File: config.mk
export PLATFORM = sky130hd
export DESIGN_NAME = alu_cmd_issuer
export DESIGN_NICKNAME = d
export VERILOG_FILES = /design/src/rtl/alu_pkg.sv /design/src/rtl/sat_counter.sv /design/src/rtl/alu_cmd_issuer.sv
export SDC_FILE = /design/constraint.sdc
export NUM_CORES = 1
export LEC_CHECK = 0
export BUFFER_PORTS_ARGS = -buffer_cell sky130_fd_sc_hd__clkbuf_2
export CELL_PAD_IN_SITES_DETAIL_PLACEMENT = 1
export CELL_PAD_IN_SITES_GLOBAL_PLACEMENT = 2
export CORE_ASPECT_RATIO = 1.2
export CORE_MARGIN = 5
export CORE_UTILIZATION = 26
export CTS_BUF_LIST = sky130_fd_sc_hd__clkbuf_16
export CTS_CLUSTER_DIAMETER = 200
export DETAILED_ROUTE_END_ITERATION = 7
export PLACE_DENSITY_LB_ADDON = 0.1
export SYNTH_ARGS = -nofsm -noshare
export SYNTH_HDL_FRONTEND = slang
export SYNTH_SLANG_ARGS = --single-unit
File: constraint.sdc
create_clock -name clk -period 2 [get_ports clk]
set_input_delay 0.1 -clock clk [delete_from_list [all_inputs] [get_ports clk]]
set_output_delay 0.1 -clock clk [all_outputs]
set_load 0.05 [all_outputs]
File: src/rtl/alu_pkg.sv
// Shared definitions for the ALU command issuer and anything that talks to the
// team's combinational 8-bit ALU: opcode encodings and the issuer FSM states.
package alu_pkg;

  localparam logic [2:0] OP_ADD = 3'd0;
  localparam logic [2:0] OP_SUB = 3'd1;
  localparam logic [2:0] OP_AND = 3'd2;
  localparam logic [2:0] OP_OR  = 3'd3;
  localparam logic [2:0] OP_DIV = 3'd4;
  localparam logic [2:0] OP_MOD = 3'd5;

  typedef enum logic [1:0] {
    IDLE  = 2'd0,
    ISSUE = 2'd1,
    RESP  = 2'd2
  } state_e;

endpackage

File: src/rtl/sat_counter.sv
// Saturating up-counter with synchronous clear.
// Ports:
//   clk   - clock, rising edge
//   rst   - synchronous active-high reset (count -> 0)
//   inc   - add one this cycle (ignored once the counter is full)
//   clr   - synchronous clear; an increment in the same cycle still counts
//   count - current count
module sat_counter #(
  parameter int unsigned CNT_W = 8
) (
  input  logic             clk,
  input  logic             rst,
  input  logic             inc,
  input  logic             clr,
  output logic [CNT_W-1:0] count
);

  logic [CNT_W-1:0] count_q, count_d;

  always_comb begin
    count_d = count_q;
    if (clr) begin
      count_d = inc ? CNT_W'(1) : '0;
    end else if (inc && (count_q != '1)) begin
      count_d = count_q + CNT_W'(1);
    end
  end

  always_ff @(posedge clk) begin
    if (rst) begin
      count_q <= '0;
    end else begin
      count_q <= count_d;
    end
  end

  assign count = count_q;

endmodule

File: src/rtl/alu_cmd_issuer.sv
// Sequential initiator for the combinational 8-bit ALU. Accepts tagged commands,
// holds the operands registered on the ALU inputs for one full cycle, captures the
// result/error and returns it with the tag on a valid/ready response channel.
// Ports:
//   clk, rst                      - clock and synchronous active-high reset
//   cmd_valid/cmd_ready           - command handshake
//   cmd_a/cmd_b/cmd_op/cmd_tag    - command payload
//   alu_a/alu_b/alu_op            - registered operands to the ALU
//   alu_result/alu_error          - combinational ALU outputs
//   rsp_valid/rsp_ready           - response handshake
//   rsp_result/rsp_error/rsp_tag  - response payload
//   busy                          - FSM not idle
//   err_count/err_clr             - saturating error-response counter and its clear
module alu_cmd_issuer
  import alu_pkg::*;
#(
  parameter int unsigned TAG_W = 4,
  parameter int unsigned CNT_W = 8
) (
  input  logic             clk,
  input  logic             rst,
  input  logic             cmd_valid,
  output logic             cmd_ready,
  input  logic [7:0]       cmd_a,
  input  logic [7:0]       cmd_b,
  input  logic [2:0]       cmd_op,
  input  logic [TAG_W-1:0] cmd_tag,
  output logic [7:0]       alu_a,
  output logic [7:0]       alu_b,
  output logic [2:0]       alu_op,
  input  logic [7:0]       alu_result,
  input  logic             alu_error,
  output logic             rsp_valid,
  input  logic             rsp_ready,
  output logic [7:0]       rsp_result,
  output logic             rsp_error,
  output logic [TAG_W-1:0] rsp_tag,
  output logic             busy,
  output logic [CNT_W-1:0] err_count,
  input  logic             err_clr
);

  state_e           state_q, state_d;
  logic [7:0]       alu_a_q, alu_b_q;
  logic [2:0]       alu_op_q;
  logic [TAG_W-1:0] tag_q;
  logic [7:0]       rsp_result_q;
  logic             rsp_error_q;
  logic [TAG_W-1:0] rsp_tag_q;

  logic cmd_accept;
  logic rsp_fire;

  // A new command may enter from IDLE, or from RESP in the same cycle the
  // pending response is consumed (back-to-back issue).
  always_comb begin
    cmd_ready = 1'b0;
    if (!rst) begin
      unique case (state_q)
        IDLE:    cmd_ready = 1'b1;
        RESP:    cmd_ready = rsp_ready;
        default: cmd_ready = 1'b0;
      endcase
    end
  end

  assign cmd_accept = cmd_valid & cmd_ready;
  assign rsp_valid  = (state_q == RESP);
  assign rsp_fire   = rsp_valid & rsp_ready;

  always_comb begin
    state_d = state_q;
    unique case (state_q)
      IDLE:    if (cmd_accept) state_d = ISSUE;
      ISSUE:   state_d = RESP;
      RESP:    if (rsp_ready) state_d = cmd_accept ? ISSUE : IDLE;
      default: state_d = IDLE;
    endcase
  end

  always_ff @(posedge clk) begin
    if (rst) begin
      state_q      <= IDLE;
      alu_a_q      <= '0;
      alu_b_q      <= '0;
      alu_op_q     <= '0;
      tag_q        <= '0;
      rsp_result_q <= '0;
      rsp_error_q  <= 1'b0;
      rsp_tag_q    <= '0;
    end else begin
      state_q <= state_d;
      // Operands move only on acceptance so the ALU inputs never glitch.
      if (cmd_accept) begin
        alu_a_q  <= cmd_a;
        alu_b_q  <= cmd_b;
        alu_op_q <= cmd_op;
        tag_q    <= cmd_tag;
      end
      // The ALU has seen stable inputs for the whole ISSUE cycle.
      if (state_q == ISSUE) begin
        rsp_result_q <= alu_result;
        rsp_error_q  <= alu_error;
        rsp_tag_q    <= tag_q;
      end
    end
  end

  sat_counter #(
    .CNT_W (CNT_W)
  ) u_err_cnt (
    .clk   (clk),
    .rst   (rst),
    .inc   (rsp_fire & rsp_error_q),
    .clr   (err_clr),
    .count (err_count)
  );

  assign alu_a      = alu_a_q;
  assign alu_b      = alu_b_q;
  assign alu_op     = alu_op_q;
  assign rsp_result = rsp_result_q;
  assign rsp_error  = rsp_error_q;
  assign rsp_tag    = rsp_tag_q;
  assign busy       = (state_q != IDLE);

endmodule
# Yosys cells after proc, flatten, opt, wreduce, memory -nomap -nowiden
# Index checks and enable logic that the tools add are counted.
[word_totals] register_bits=46 output_inout_bits=43 elab_cells=32
[op_classes] add_sub_neg=1 eq_ne=5 mux=9 bitwise_logic=3 n_reduce_logical=5
[ops] operator="$mux 8" count=2
[ops] operator="$add 8x1->8 const B" count=1
[ops] operator="$ne 8x8->1 const B" count=1
[ops] operator="$pmux 2 s3" count=1
[ops] operator="$mux 2" count=2
[ops] operator="$reduce_bool 2->1" count=2
[ops] operator="$and 1x1->1" count=3
[ops] operator="$mux 1" count=3
[ops] operator="$eq 2x1->1 const B" count=1
[ops] operator="$eq 2x2->1 const B" count=1
[ops] operator="$logic_not 2->1" count=1
[ops] operator="$ne 2x1->1 const B" count=1
[ops] operator="$ne 2x2->1 const B" count=1
[ops] operator="$pmux 1 s2" count=1
[ops] operator="$reduce_and 2->1" count=1
[ops] operator="$logic_and 1x1->1" count=1

# Depth between registers and ports, before layout
[logic_depth] ltp_word=7 depth_mapped=5

# Modules after synthesis
# Synthesis repeated with hierarchy kept, for this count alone.
[hier_totals] cells_unflattened=220 area_unflattened_um2=2034.5
[modules_own_cells] module="alu_cmd_issuer" n_inst=1 cells_per_inst=167 area_each_um2=1590.3 seq_area_each_um2=760.7
[modules_own_cells] module="sat_counter" n_inst=1 cells_per_inst=53 area_each_um2=444.2 seq_area_each_um2=160.2

# Worst setup path before layout
# No wires, ideal clock.
[synth_timing] path_kind="flip-flop to flip-flop" from="reg u_err_cnt.count_q[0] (netlist: u_err_cnt.count[0])" to="reg u_err_cnt.count_q[1] (netlist: u_err_cnt.count[1])" setup_ns=0.122 arrival_ns=1.552 required_ns=1.878 path_slack_ns=0.326 path_stages_with_launch=6 synth_period_minus_slack_ns=1.674 cell_sequence="dfxtp_1 -> ha_1 -> nand3_1 -> o21ai_1 -> mux2i_1 -> nor2_1"
[synth_via] elab_chain_cells=3 word_cells_on_any_way=6 cone_classes="add/sub (1); eq/ne (1); mux (2); reduce/logical (2)"
[synth_lines] element="start, declared" line="sat_counter.sv:18" source="logic [CNT_W-1:0] count_q, count_d;"
[synth_lines] element="start signal, assigned" line="sat_counter.sv:33" source="count_q <= count_d;"
[synth_lines] element="$add 8x1->8 / $ne 8x8->1 (equally long branches)" line="sat_counter.sv:25, sat_counter.sv:24"
[synth_lines] element="$mux 8 / $logic_and 1x1->1 (equally long branches)" line="sat_counter.sv:24" source="end else if (inc && (count_q != '1)) begin"
[synth_lines] element="$mux 8 / $reduce_bool 2->1 (equally long branches)"
# Several ways; a longest one is shown, not always the timed one. The select of a mux whose other input is x is not followed.
# A chain may end at the register's enable or synchronous reset.

# Worst setup path in the final report
[layout_timing] from="reg state_q[1]" to="reg u_err_cnt.count_q[7] (netlist: u_err_cnt.count[7])"
[layout_via] elab_chain_cells=5
[layout_lines] element="start, declared" line="alu_cmd_issuer.sv:43" source="state_e state_q, state_d;"
[layout_lines] element="start signal, assigned" line="alu_cmd_issuer.sv:92" source="state_q <= state_d;"
[layout_lines] element="$eq 2x2->1" line="alu_cmd_issuer.sv:68" source="assign rsp_valid = (state_q == RESP);"
[layout_lines] element="$and 1x1->1" line="alu_cmd_issuer.sv:69" source="assign rsp_fire = rsp_valid & rsp_ready;"
[layout_lines] element="$and 1x1->1" line="alu_cmd_issuer.sv:114" source=".inc (rsp_fire & rsp_error_q),"
[layout_lines] element="$logic_and 1x1->1" line="sat_counter.sv:24"
[layout_lines] element="$reduce_bool 2->1 (no source line)"
# Every way passes these cells.

==> impl_metrics.yaml <==
final_layout:
  antenna_cells: 0
  fill_cells: 816
  instances_no_fill: 355
  nets: 305
  design_area_mm2: 0.00241
  fin_util_pct: 35.8
  syn_to_final_growth_pct: 35.6
  drive_gt1_share_pct: 35.4
global_routing:
  antenna_found_initial: 0
  grt_start_max_net_pins: 41
  grt_use_total_pct: 11.2
  grt_pass1_vias: 1645
  grt_overflow: 0
  grt_pass1_wl_um: 7690
cts:
  cts-root-buf: "clkbuf_16"
  clk_pin_slew_ns: 0.06
  cts_inserted_buffers: 5
  clkLatencyLatePin_ns: 0.28
  post_cts_resized: 0
  post_cts_buffers: 0
  htree_levels: 2
  cts_tree: "built"
  numClockSinks: 46
  clk_path_buf_depth: 2
  postCtsHoldBufs: 0
min_path:
  hp-class: "input pin to register"
drt:
  vias: 1556
  first_pass_iters: 4
  drt_iter0_markers: 56
  vias_per_cell: 4.38
  drc_errors: 0
  wl_um: 4670
  wl_per_cell_um: 13.2
  final_antenna_net_count: 0
critical_path:
  cp_max_fo: 7
  worstPathArrival_ns: 1.73
  required_ns: 2.21
  cp-end-kind: "register"
  startpoint_type: "register"
  critical_path_class: "register to register"
power:
  cellInternalPower_mw: 1.51
  peakVddDrop_v: 0.000363
  power_frac_clock_pct: 39.1
  p_sw_share_pct: 27.7
  power_frac_seq_pct: 46.6
  p_leak_nw: 1.06
  netSwitchingPower_uw: 576
  pwr-share-comb_pct: 14.2
  power_density_mw_per_mm2: 865
sta:
  finalCritPeriodShare_pct: 76.1
  tightest_slew_ns: 0.586
  tns_ns: 0
  relSlewSlack_pct: 60.9
  maxSlewViolCount: 0
  clock_skew_ns: 0.00263
  rsz0062_at_grt: "no"
  setup_viol: 0
  period_needed_ns: 1.52
  holdWs_ns: 0.0337
  hold_viol: 0
  max_freq_ghz: 0.657
die:
  start_util_pct: 26.4
  io_pins: 80
  core_mm2: 0.00673
  dieArea_mm2: 0.00858
  rows: 33
  die-height_um: 100
  die_x_um: 85.4
synthesis:
  syn_area_mm2: 0.00177
  ys_top_cells_by_area: "dfxtp_1 52%, mux2i_1 14%, nand2_1 6.1%"
  synth.distinct_cells: 30
  synth-seq-cells: 46
  synthSimpleGateAreaFrac_pct: 18.0
  synthCells: 188
  synth_top_area_share_pct: 51.9
  synth_fp_nets: 226
  muxShareOfSynthArea_pct: 13.5
  synth_compound_area_share_pct: 10.4
  ys_seq_area_share_pct: 51.9
  synth_xor_area_share_pct: 1.97
  yosysWarnings: 0
  synth_edf_count: 0
  synth_top_family_by_area: "simple AND/OR/NAND/NOR gates"
  synth_async_sr_flop_share_pct: 0
  synth_area_leader_cell: "dfxtp_1"
  syn-mean-instance-area_um2: 9.44
  synthAdderAreaFrac_pct: 0.705
  synthFlopType: "dfxtp_1"
flow_run:
  max_cap_violations: 0
place:
  place_congestion: 0.695
  placed_area_mm2: 0.00226
  io_buffers: 79
  dp_cells: 347
  place.detailed.hpwl_um: 3490
run_status:
  status: "finished, final reports clean"
==> critical path, stage by stage, from the launching register on <==
cell and delay, ns:
dfxtp_1 0.45, and4b_1 0.39, o211ai_2 0.16, or3_1 0.32
a21oi_1 0.14
==> state kept, by name, summed over array words and instances, names as in the netlist <==
register and count:
alu_a 8, rsp_result 8, rsp_error 1, alu_b 8
alu_op 3, tag_q 4, state_q 2, rsp_tag 4
u_err_cnt.count 8
==> power groups by stage <==
stage | sequential, mW | combinational, mW | clock, mW
after global routing | 0.975 | 0.321 | 0.887
after floorplan | 1.09 | 0.111 | 0
after global placement | 0.992 | 0.302 | 0
after detailed placement | 0.992 | 0.303 | 0
final | 0.971 | 0.296 | 0.815
after CTS | 0.972 | 0.304 | 0.854
==> cells by family after synthesis <==
logic type      Yosys count
flops                    46
xor+xnor                  4
simple gates             73
fa+ha+maj                 1
compound gates           28
mux                      24
buf+inv                  12
==> stage by stage <==
stage | total power, mW | setup slack, ns
finish | 2.08 | 0.479
global route | 2.18 | 0.322
CTS | 2.13 | 0.467
detailed placement | 1.30 | 0.490
global placement | 1.29 | 0.522
floorplan | 1.20 | 0.326
==> per-layer routing <==
metal  wire [um]  vias up  GRT usage [%]
met4          22        0           3.29
met2        2330       41           18.9
li1            -      794              -
met3         328        2           4.25
met5           0        -              0
met1        2000      719           13.2
==> synth_stat cells, types with 2 or more instances <==
cell / count
nand3_1: 2
nand4_1: 2
clkbuf_1: 7
mux2i_1: 24
nor2b_1: 2
o21ai_1: 4
nand2_1: 29
o211ai_1: 2
buf_6: 2
nor2_1: 28
a21oi_1: 17
or2_2: 2
or3_1: 2
xor2_1: 4
dfxtp_1: 46
==> final timing paths <==
| check | start | end | cells past startpoint | slack, ns |
|---|---|---|---|---|
| setup / recovery | state_q[1]$_SDFFE_PP0P_ | u_err_cnt.count[7]$_SDFFE_PP0P_ | 4 | 0.48 |
| setup reg to reg | state_q[1]$_SDFFE_PP0P_ | u_err_cnt.count[7]$_SDFFE_PP0P_ | 4 | 0.48 |
| hold reg to reg | tag_q[0]$_SDFFE_PP0P_ | rsp_tag[0]$_SDFFE_PP0N_ | 2 | 0.45 |
| hold / removal | alu_result[7] | rsp_result[7]$_SDFFE_PP0N_ | 3 | 0.03 |
==> cell usage in the layout (no fill, tap or decap), types with 2 or more instances in the layout <==
cell	n
or3_1	2
xor2_1	4
nor2b_1	2
clkbuf_2	79
or2_2	2
dfxtp_1	46
a21oi_1	17
o21ai_1	4
mux2i_1	24
nand4_1	2
nor2_1	28
buf_4	2
nand2_1	29
nand3_1	2
clkbuf_16	5
o211ai_1	2
==> cell type report <==
cell class / instances / area [um2] / share of cell area (%)
Sequential cell: 46 / 921 / 38.3
Multi-Input combinational cell: 130 / 792 / 32.9
Timing Repair Buffer: 82 / 430 / 17.9
Clock buffer: 5 / 125 / 5.20
Tap cell: 87 / 109 / 4.52
Clock inverter: 3 / 21.3 / 0.884
Inverter: 2 / 7.51 / 0.312
Power figures use the tool's default switching activity.
